**config.mk**
```make
export PLATFORM = sky130hd
export DESIGN_NAME = apb_master_bridge_flat
export DESIGN_NICKNAME = d
export VERILOG_FILES = /design/src/rtl/apb_master_bridge_if.sv /design/src/rtl/apb_master_bridge.sv /design/src/flat_wrapper.sv
export SDC_FILE = /design/constraint.sdc
export NUM_CORES = 1
export LEC_CHECK = 0
export ABC_AREA = 1
export CELL_PAD_IN_SITES_DETAIL_PLACEMENT = 1
export CELL_PAD_IN_SITES_GLOBAL_PLACEMENT = 1
export CORE_ASPECT_RATIO = 1.75
export CORE_MARGIN = 4
export CORE_UTILIZATION = 28
export CTS_CLUSTER_DIAMETER = 120
export DETAILED_ROUTE_END_ITERATION = 8
export GPL_TIMING_DRIVEN = 0
export MAX_ROUTING_LAYER = met4
export PLACE_DENSITY_LB_ADDON = 0.12
export SYNTH_ARGS = -nofsm -noshare
export SYNTH_HDL_FRONTEND = slang
export SYNTH_SLANG_ARGS = --single-unit
export TNS_END_PERCENT = 100
```
**constraint.sdc**
```tcl
create_clock -name pclk -period 2 [get_ports pclk]
set_clock_uncertainty 0.2 [all_clocks]
set_input_delay 0.6 -clock pclk [delete_from_list [all_inputs] [get_ports pclk]]
set_output_delay 0.6 -clock pclk [all_outputs]
set_load 0.01 [all_outputs]
```
**src/rtl/apb_master_bridge_if.sv**
```systemverilog
// apb_master_bridge_if: command, response and APB4 signal bundle for the bridge
interface apb_master_bridge_if #(
  parameter int PADDR_WIDTH = 16,
  parameter int DATA_WIDTH  = 32
);
  logic                    cmd_valid;
  logic                    cmd_ready;
  logic                    cmd_write;
  logic [PADDR_WIDTH-1:0]  cmd_addr;
  logic [DATA_WIDTH-1:0]   cmd_wdata;
  logic [DATA_WIDTH/8-1:0] cmd_strb;
  logic                    rsp_valid;
  logic                    rsp_ready;
  logic [DATA_WIDTH-1:0]   rsp_rdata;
  logic                    rsp_err;
  logic                    rsp_timeout;
  logic [PADDR_WIDTH-1:0]  paddr;
  logic                    psel;
  logic                    penable;
  logic                    pwrite;
  logic [DATA_WIDTH-1:0]   pwdata;
  logic [DATA_WIDTH/8-1:0] pstrb;
  logic                    pready;
  logic [DATA_WIDTH-1:0]   prdata;
  logic                    pslverr;
  modport master (
    input  cmd_valid, cmd_write, cmd_addr, cmd_wdata, cmd_strb, rsp_ready, pready, prdata, pslverr,
    output cmd_ready, rsp_valid, rsp_rdata, rsp_err, rsp_timeout, paddr, psel, penable, pwrite, pwdata, pstrb
  );
  modport slave (
    output cmd_valid, cmd_write, cmd_addr, cmd_wdata, cmd_strb, rsp_ready, pready, prdata, pslverr,
    input  cmd_ready, rsp_valid, rsp_rdata, rsp_err, rsp_timeout, paddr, psel, penable, pwrite, pwdata, pstrb
  );
endinterface

```
**src/rtl/apb_master_bridge.sv**
```systemverilog
// apb_master_bridge: valid/ready command to APB4 SETUP/ACCESS requester with wait-state timeout
module apb_master_bridge #(
  parameter int PADDR_WIDTH    = 16,
  parameter int DATA_WIDTH     = 32,
  parameter int TIMEOUT_CYCLES = 256
) (
  input logic pclk,
  input logic presetn,
  apb_master_bridge_if.master bus
);
  localparam int SW = DATA_WIDTH / 8;
  localparam int CW = (TIMEOUT_CYCLES > 1) ? $clog2(TIMEOUT_CYCLES + 1) : 1;
  localparam logic [CW-1:0] TO_LIM = CW'(TIMEOUT_CYCLES);
  typedef enum logic [1:0] {IDLE, SETUP, ACCESS, RESP} state_t;
  state_t                 r_state;
  logic [CW-1:0]          r_cnt;
  logic [PADDR_WIDTH-1:0] r_paddr;
  logic                   r_psel;
  logic                   r_penable;
  logic                   r_pwrite;
  logic [DATA_WIDTH-1:0]  r_pwdata;
  logic [SW-1:0]          r_pstrb;
  logic                   r_rsp_valid;
  logic [DATA_WIDTH-1:0]  r_rsp_rdata;
  logic                   r_rsp_err;
  logic                   r_rsp_timeout;
  logic [CW-1:0]          w_cnt_nxt;
  logic                   w_timeout;
  assign w_cnt_nxt = r_cnt + 1'b1;
  // TIMEOUT_CYCLES==0 leaves the counter free-running but never aborts
  assign w_timeout = (TIMEOUT_CYCLES != 0) && (w_cnt_nxt == TO_LIM);
  always_ff @(posedge pclk or negedge presetn) begin
    if (!presetn) begin
      r_state       <= IDLE;
      r_cnt         <= '0;
      r_paddr       <= '0;
      r_psel        <= 1'b0;
      r_penable     <= 1'b0;
      r_pwrite      <= 1'b0;
      r_pwdata      <= '0;
      r_pstrb       <= '0;
      r_rsp_valid   <= 1'b0;
      r_rsp_rdata   <= '0;
      r_rsp_err     <= 1'b0;
      r_rsp_timeout <= 1'b0;
    end else begin
      case (r_state)
        IDLE: if (bus.cmd_valid) begin
          r_paddr   <= bus.cmd_addr;
          r_pwrite  <= bus.cmd_write;
          r_pwdata  <= bus.cmd_write ? bus.cmd_wdata : '0;
          r_pstrb   <= bus.cmd_write ? bus.cmd_strb : '0;
          r_psel    <= 1'b1;
          r_penable <= 1'b0;
          r_state   <= SETUP;
        end
        SETUP: begin
          r_penable <= 1'b1;
          r_cnt     <= '0;
          r_state   <= ACCESS;
        end
        ACCESS: if (bus.pready) begin
          r_psel        <= 1'b0;
          r_penable     <= 1'b0;
          r_rsp_valid   <= 1'b1;
          r_rsp_err     <= bus.pslverr;
          r_rsp_timeout <= 1'b0;
          r_rsp_rdata   <= r_pwrite ? '0 : bus.prdata;
          r_state       <= RESP;
        end else begin
          r_cnt <= w_cnt_nxt;
          if (w_timeout) begin
            r_psel        <= 1'b0;
            r_penable     <= 1'b0;
            r_rsp_valid   <= 1'b1;
            r_rsp_err     <= 1'b1;
            r_rsp_timeout <= 1'b1;
            r_rsp_rdata   <= '0;
            r_state       <= RESP;
          end
        end
        RESP: if (bus.rsp_ready) begin
          r_rsp_valid <= 1'b0;
          r_state     <= IDLE;
        end
        default: r_state <= IDLE;
      endcase
    end
  end
  assign bus.cmd_ready   = (r_state == IDLE);
  assign bus.paddr       = r_paddr;
  assign bus.psel        = r_psel;
  assign bus.penable     = r_penable;
  assign bus.pwrite      = r_pwrite;
  assign bus.pwdata      = r_pwdata;
  assign bus.pstrb       = r_pstrb;
  assign bus.rsp_valid   = r_rsp_valid;
  assign bus.rsp_rdata   = r_rsp_rdata;
  assign bus.rsp_err     = r_rsp_err;
  assign bus.rsp_timeout = r_rsp_timeout;
endmodule

```
**src/flat_wrapper.sv**
```systemverilog
// flat-port wrapper written by rule: the top's interface ports become plain ports
module apb_master_bridge_flat 
#(
  parameter int PADDR_WIDTH    = 16,
  parameter int DATA_WIDTH     = 32,
  parameter int TIMEOUT_CYCLES = 256
)
  (pclk, presetn, bus_cmd_valid, bus_cmd_write, bus_cmd_addr, bus_cmd_wdata, bus_cmd_strb, bus_rsp_ready, bus_pready, bus_prdata, bus_pslverr, bus_cmd_ready, bus_rsp_valid, bus_rsp_rdata, bus_rsp_err, bus_rsp_timeout, bus_paddr, bus_psel, bus_penable, bus_pwrite, bus_pwdata, bus_pstrb);
  apb_master_bridge_if #(.PADDR_WIDTH(PADDR_WIDTH), .DATA_WIDTH(DATA_WIDTH)) bus_i ();
  input logic pclk;
  input logic presetn;
  input wire logic [$bits(bus_i.cmd_valid)-1:0] bus_cmd_valid;
  input wire logic [$bits(bus_i.cmd_write)-1:0] bus_cmd_write;
  input wire logic [$bits(bus_i.cmd_addr)-1:0] bus_cmd_addr;
  input wire logic [$bits(bus_i.cmd_wdata)-1:0] bus_cmd_wdata;
  input wire logic [$bits(bus_i.cmd_strb)-1:0] bus_cmd_strb;
  input wire logic [$bits(bus_i.rsp_ready)-1:0] bus_rsp_ready;
  input wire logic [$bits(bus_i.pready)-1:0] bus_pready;
  input wire logic [$bits(bus_i.prdata)-1:0] bus_prdata;
  input wire logic [$bits(bus_i.pslverr)-1:0] bus_pslverr;
  output wire logic [$bits(bus_i.cmd_ready)-1:0] bus_cmd_ready;
  output wire logic [$bits(bus_i.rsp_valid)-1:0] bus_rsp_valid;
  output wire logic [$bits(bus_i.rsp_rdata)-1:0] bus_rsp_rdata;
  output wire logic [$bits(bus_i.rsp_err)-1:0] bus_rsp_err;
  output wire logic [$bits(bus_i.rsp_timeout)-1:0] bus_rsp_timeout;
  output wire logic [$bits(bus_i.paddr)-1:0] bus_paddr;
  output wire logic [$bits(bus_i.psel)-1:0] bus_psel;
  output wire logic [$bits(bus_i.penable)-1:0] bus_penable;
  output wire logic [$bits(bus_i.pwrite)-1:0] bus_pwrite;
  output wire logic [$bits(bus_i.pwdata)-1:0] bus_pwdata;
  output wire logic [$bits(bus_i.pstrb)-1:0] bus_pstrb;
  assign bus_i.cmd_valid = bus_cmd_valid;
  assign bus_i.cmd_write = bus_cmd_write;
  assign bus_i.cmd_addr = bus_cmd_addr;
  assign bus_i.cmd_wdata = bus_cmd_wdata;
  assign bus_i.cmd_strb = bus_cmd_strb;
  assign bus_i.rsp_ready = bus_rsp_ready;
  assign bus_i.pready = bus_pready;
  assign bus_i.prdata = bus_prdata;
  assign bus_i.pslverr = bus_pslverr;
  assign bus_cmd_ready = bus_i.cmd_ready;
  assign bus_rsp_valid = bus_i.rsp_valid;
  assign bus_rsp_rdata = bus_i.rsp_rdata;
  assign bus_rsp_err = bus_i.rsp_err;
  assign bus_rsp_timeout = bus_i.rsp_timeout;
  assign bus_paddr = bus_i.paddr;
  assign bus_psel = bus_i.psel;
  assign bus_penable = bus_i.penable;
  assign bus_pwrite = bus_i.pwrite;
  assign bus_pwdata = bus_i.pwdata;
  assign bus_pstrb = bus_i.pstrb;
  apb_master_bridge #(.PADDR_WIDTH(PADDR_WIDTH), .DATA_WIDTH(DATA_WIDTH), .TIMEOUT_CYCLES(TIMEOUT_CYCLES)) u_core (.pclk(pclk), .presetn(presetn), .bus(bus_i));
endmodule
```
==> impl_metrics.py <==
metrics = {
    "timing": {
        "period_share": 1.03,
        "setup_viol": 30,
        "final-max-slew-violation-count": 0,
        "rsz_0062_raised_after_global_routing": "true",
        "clock.fmax_mhz": 488,
        "post-route-min-period_ns": 2.05,
        "max-slew-margin-rel": 0.518,
        "timing_hold_violations_final": 0,
        "finalWorstSetupSlack_ns": -0.0501,
        "max_slew.worst_pin.slew_ns": 0.723,
    },
    "run_status": {
        "status": "complete, but fails checks",
        "failed_checks": "setup timing",
    },
    "place": {
        "io_buffer_count": 179,
        "dp_cells": 872,
        "placement.setup.worst_slack_ns": -0.687,
        "hpwl_um": 11800,
        "gpl.final_weighted_congestion": 0.769,
    },
    "cells_and_area": {
        "syn2layout_area_growth_pct": 59.0,
        "number_of_cells_in_the_finished_layout_apart_from_fillers": 904,
        "post_route_cells_drive_above_1_share": 0.141,
        "final_nets": 810,
        "layout.core_utilization": 0.457,
        "antenna-diode-count": 0,
    },
    "routing": {
        "top_metal_layer_carrying_routed_signals": "met4",
        "detail_route.vias_per_cell": 4.78,
        "wl_met1_um": 5530,
        "dr.pass1.iters": 4,
        "routed_wire_length_per_instance_um": 17.4,
        "detail_route.wirelength_um": 15700,
        "wl_met2_um": 8890,
        "drc": 0,
        "final_antenna_net_count": 0,
        "routed-via-count": 4325,
        "met3RoutedLength_um": 1070,
        "detail_route.iter0.violations": 65,
    },
    "clock_tree": {
        "clockRootBuffer": "sky130_fd_sc_hd__clkbuf_16",
        "path_clk_slew_ns": 0.07,
        "clkLatencyLatePin_ns": 0.34,
        "htree_levels": 3,
        "cts_buffer_depth": 2,
        "cts_sinks": 101,
        "numCtsBuffers": 9,
        "tritoncts": "yes",
    },
    "logic_synthesis": {
        "synth_sequential_area_ratio": 0.569,
        "syn-instance-count": 506,
        "post-synth-top-count-cell": "sky130_fd_sc_hd__nand2_1",
        "dominant_cells_by_area_after_synthesis": "sky130_fd_sc_hd__dfrtp_1 (57%), sky130_fd_sc_hd__nand2_1 (17%), sky130_fd_sc_hd__o21ai_0 (5.1%)",
        "synth_area_leader_cell": "sky130_fd_sc_hd__dfrtp_1",
        "yosys.cell_types.count": 22,
        "synth_largest_type_area_fraction": 0.569,
        "synth.yosys.warnings": 0,
        "synth-main-ff-cell": "sky130_fd_sc_hd__dfrtp_1",
        "async_flop_share": 1.00,
        "area_of_the_mapped_netlist_um2": 4440,
        "syn_nets": 603,
        "synth_area_per_cell_um2": 8.77,
        "synthTopCellsByCount": "sky130_fd_sc_hd__nand2_1 (203), sky130_fd_sc_hd__dfrtp_1 (101), sky130_fd_sc_hd__o21ai_0 (45)",
        "post_synth_edffs": 0,
        "synth-seq-cells": 101,
    },
    "worst_setup_path": {
        "critPathMostFrequentCell": "sky130_fd_sc_hd__nand2_1",
        "cp-end-kind": "register",
        "crit_chain": "ha_4, nand2_4, nor2_4, nand2_1, nand2_1, nand2_2, nor2_4, nand4_4, clkbuf_16, nand3_2, nand2_1",
        "critPathLaunchType": "register",
        "flop2flop_setup_slack_ns": -0.05,
        "timing.critical_path.required_ns": 2.03,
        "critical_path.max_stage_delay_ns": 0.42,
        "origin_of_the_critical_flop_to_flop_path": "u_core.r_cnt[1]$_DFFE_PN0P_",
        "rr_worst_depth": 11,
        "arrival_ns": 2.08,
        "setup.worst_path.class": "register to register",
        "critical_path.reg2reg.endpoint": "u_core.bus.rsp_rdata[19]$_DFFE_PN0P_",
        "critical_path_peak_fanout": 6,
        "cpMaxStageDelayCell": "sky130_fd_sc_hd__dfrtp_1",
    },
    "floorplanning": {
        "die_y_um": 175,
        "die_area_um2": 18000,
        "ioPinCount": 182,
        "fp.dieW_um": 103,
        "coreArea_um2": 15500,
        "starting_density_of_the_core": 0.287,
        "rows": 60,
    },
    "power_and_ir_drop": {
        "power.switching_fraction": 0.391,
        "switching_power_uw": 3650,
        "p_clk_frac": 0.196,
        "fin_total_pwr_uw": 9340,
        "share_seq_of_total_power": 0.370,
        "vdd_drop_max_v": 0.000464,
        "intPower_uw": 5690,
        "power_density_nw_per_um2": 1320,
        "power_frac_comb": 0.434,
        "power.static_leakage_uw": 0.00354,
    },
    "global_route": {
        "gr-total-overflow": 0,
        "grt_pass1_wl_um": 25400,
        "first_global_vias": 4858,
        "groute.usage.overall": 0.185,
        "largest_net_degree_at_the_start_of_global_routing": 52,
        "grt_antenna_before_repair": 0,
    },
    "worst_hold_path": {
        "hold_path_class": "input port to async pin",
    },
    "flow_run": {
        "cap_violations": 0,
    },
}
[per-stage QoR]
step	hold WS [ns]	area, um2	setup TNS, ns
6_report	0.107	7060	-0.933
5_1_grt	0.164	7060	-5.70
4_1_cts	0.135	7000	-1.03
3_5_place_dp	0.266	6490	-32.09
3_3_place_gp	0.261	6460	-428.48
2_1_floorplan	0.104	4440	0
[critical path: cells and delay by family, from the launching register on]
family,cells,cell delay (ns)
simple gates,9,0.86
buf+inv,1,0.24
fa+ha+maj,1,0.20
flops,1,0.42
[layout by cell type (no fill, tap or decap)]
cell and count:
sky130_fd_sc_hd__a21boi_0 1, sky130_fd_sc_hd__a22o_1 2, sky130_fd_sc_hd__buf_1 1, sky130_fd_sc_hd__buf_12 1, sky130_fd_sc_hd__buf_16 1, sky130_fd_sc_hd__buf_2 2
sky130_fd_sc_hd__buf_4 14, sky130_fd_sc_hd__buf_6 7, sky130_fd_sc_hd__bufinv_16 1, sky130_fd_sc_hd__clkbuf_1 22, sky130_fd_sc_hd__clkbuf_16 10, sky130_fd_sc_hd__clkbuf_8 1
sky130_fd_sc_hd__clkdlybuf4s50_1 87, sky130_fd_sc_hd__clkinv_2 2, sky130_fd_sc_hd__clkinvlp_4 1, sky130_fd_sc_hd__dfrtp_1 99, sky130_fd_sc_hd__dfrtp_2 2, sky130_fd_sc_hd__dlygate4sd2_1 90
sky130_fd_sc_hd__ha_1 4, sky130_fd_sc_hd__ha_4 2, sky130_fd_sc_hd__inv_1 18, sky130_fd_sc_hd__inv_2 2, sky130_fd_sc_hd__inv_6 3, sky130_fd_sc_hd__nand2_1 194
sky130_fd_sc_hd__nand2_2 9, sky130_fd_sc_hd__nand2_4 2, sky130_fd_sc_hd__nand3_1 14, sky130_fd_sc_hd__nand3_2 29, sky130_fd_sc_hd__nand4_1 32, sky130_fd_sc_hd__nand4_4 2
sky130_fd_sc_hd__nor2_1 4, sky130_fd_sc_hd__nor2_2 3, sky130_fd_sc_hd__nor2_4 6, sky130_fd_sc_hd__o21ai_0 44, sky130_fd_sc_hd__o21ai_1 1, sky130_fd_sc_hd__o21ai_2 1
sky130_fd_sc_hd__o22ai_1 3, sky130_fd_sc_hd__xor2_1 1
[worst max path at each step]
stage                                            from                                    to
after floorplan           u_core.r_cnt[0]$_DFFE_PN0P_  u_core.bus.rsp_rdata[18]$_DFFE_PN0P_
after global placement                        presetn       u_core.bus.paddr[0]$_DFFE_PN0P_
after detailed placement                bus_cmd_valid       u_core.bus.paddr[9]$_DFFE_PN0P_
after CTS                 u_core.r_cnt[0]$_DFFE_PN0P_  u_core.bus.rsp_rdata[10]$_DFFE_PN0P_
after global routing      u_core.r_cnt[4]$_DFFE_PN0P_  u_core.bus.rsp_rdata[28]$_DFFE_PN0P_
final                     u_core.r_cnt[1]$_DFFE_PN0P_  u_core.bus.rsp_rdata[19]$_DFFE_PN0P_
[state kept, by name (all words and copies together), names as in the netlist, 2 cells and up]
name	count
u_core.r_cnt	9
u_core.bus.paddr	16
u_core.bus.pwdata	32
u_core.bus.pstrb	4
u_core.bus.rsp_rdata	32
u_core.r_state	2
[metal layers]
metal | up-vias | track usage
met3 | 13 | 0.0499
met1 | 2116 | 0.193
met2 | 124 | 0.336
met5 | - | -
li1 | 2072 | -
met4 | 0 | 0.0465
[power groups by stage]
stage	sequential (uW)	combinational (uW)	clock [uW]
after global placement	3460	4370	0
after detailed placement	3510	4480	0
final	3450	4050	1830
after floorplan	3830	1490	0
after CTS	3470	4120	1900
after global routing	3590	4540	1990
[cells by family (layout without fill, tap and decap cells)]
logic type / count (synthesis) / count (layout) / share of synthesized area
AO/OA/AOI/OAI: 52 / 52 / 0.0617
XOR/XNOR: 1 / 1 / 0.00197
adder cells (fa/ha/maj): 6 / 6 / 0.0169
buffers and inverters: 52 / 263 / 0.0516
flip-flops: 101 / 101 / 0.569
AND/OR/NAND/NOR: 294 / 295 / 0.298
[area by class of cell]
type,instances,area (um2)
Buffer,30,158
Clock buffer,10,239
Clock inverter,6,68.8
Fill cell,1832,8400
Inverter,21,80.1
Multi-Input combinational cell,354,1900
Sequential cell,101,2530
Tap cell,186,233
Timing Repair Buffer,196,1850
[repair_timing]
item | 4_1_cts | 5_1_grt
gates cloned | 4 | 0
resized for setup | 148 | 10
setup buffers | 9 | 4
hold buffers | 0 | 0
endpoints found under the setup margin | 174 | 54
pin swaps | 10 | 7
(Power assumes the default switching activity.)
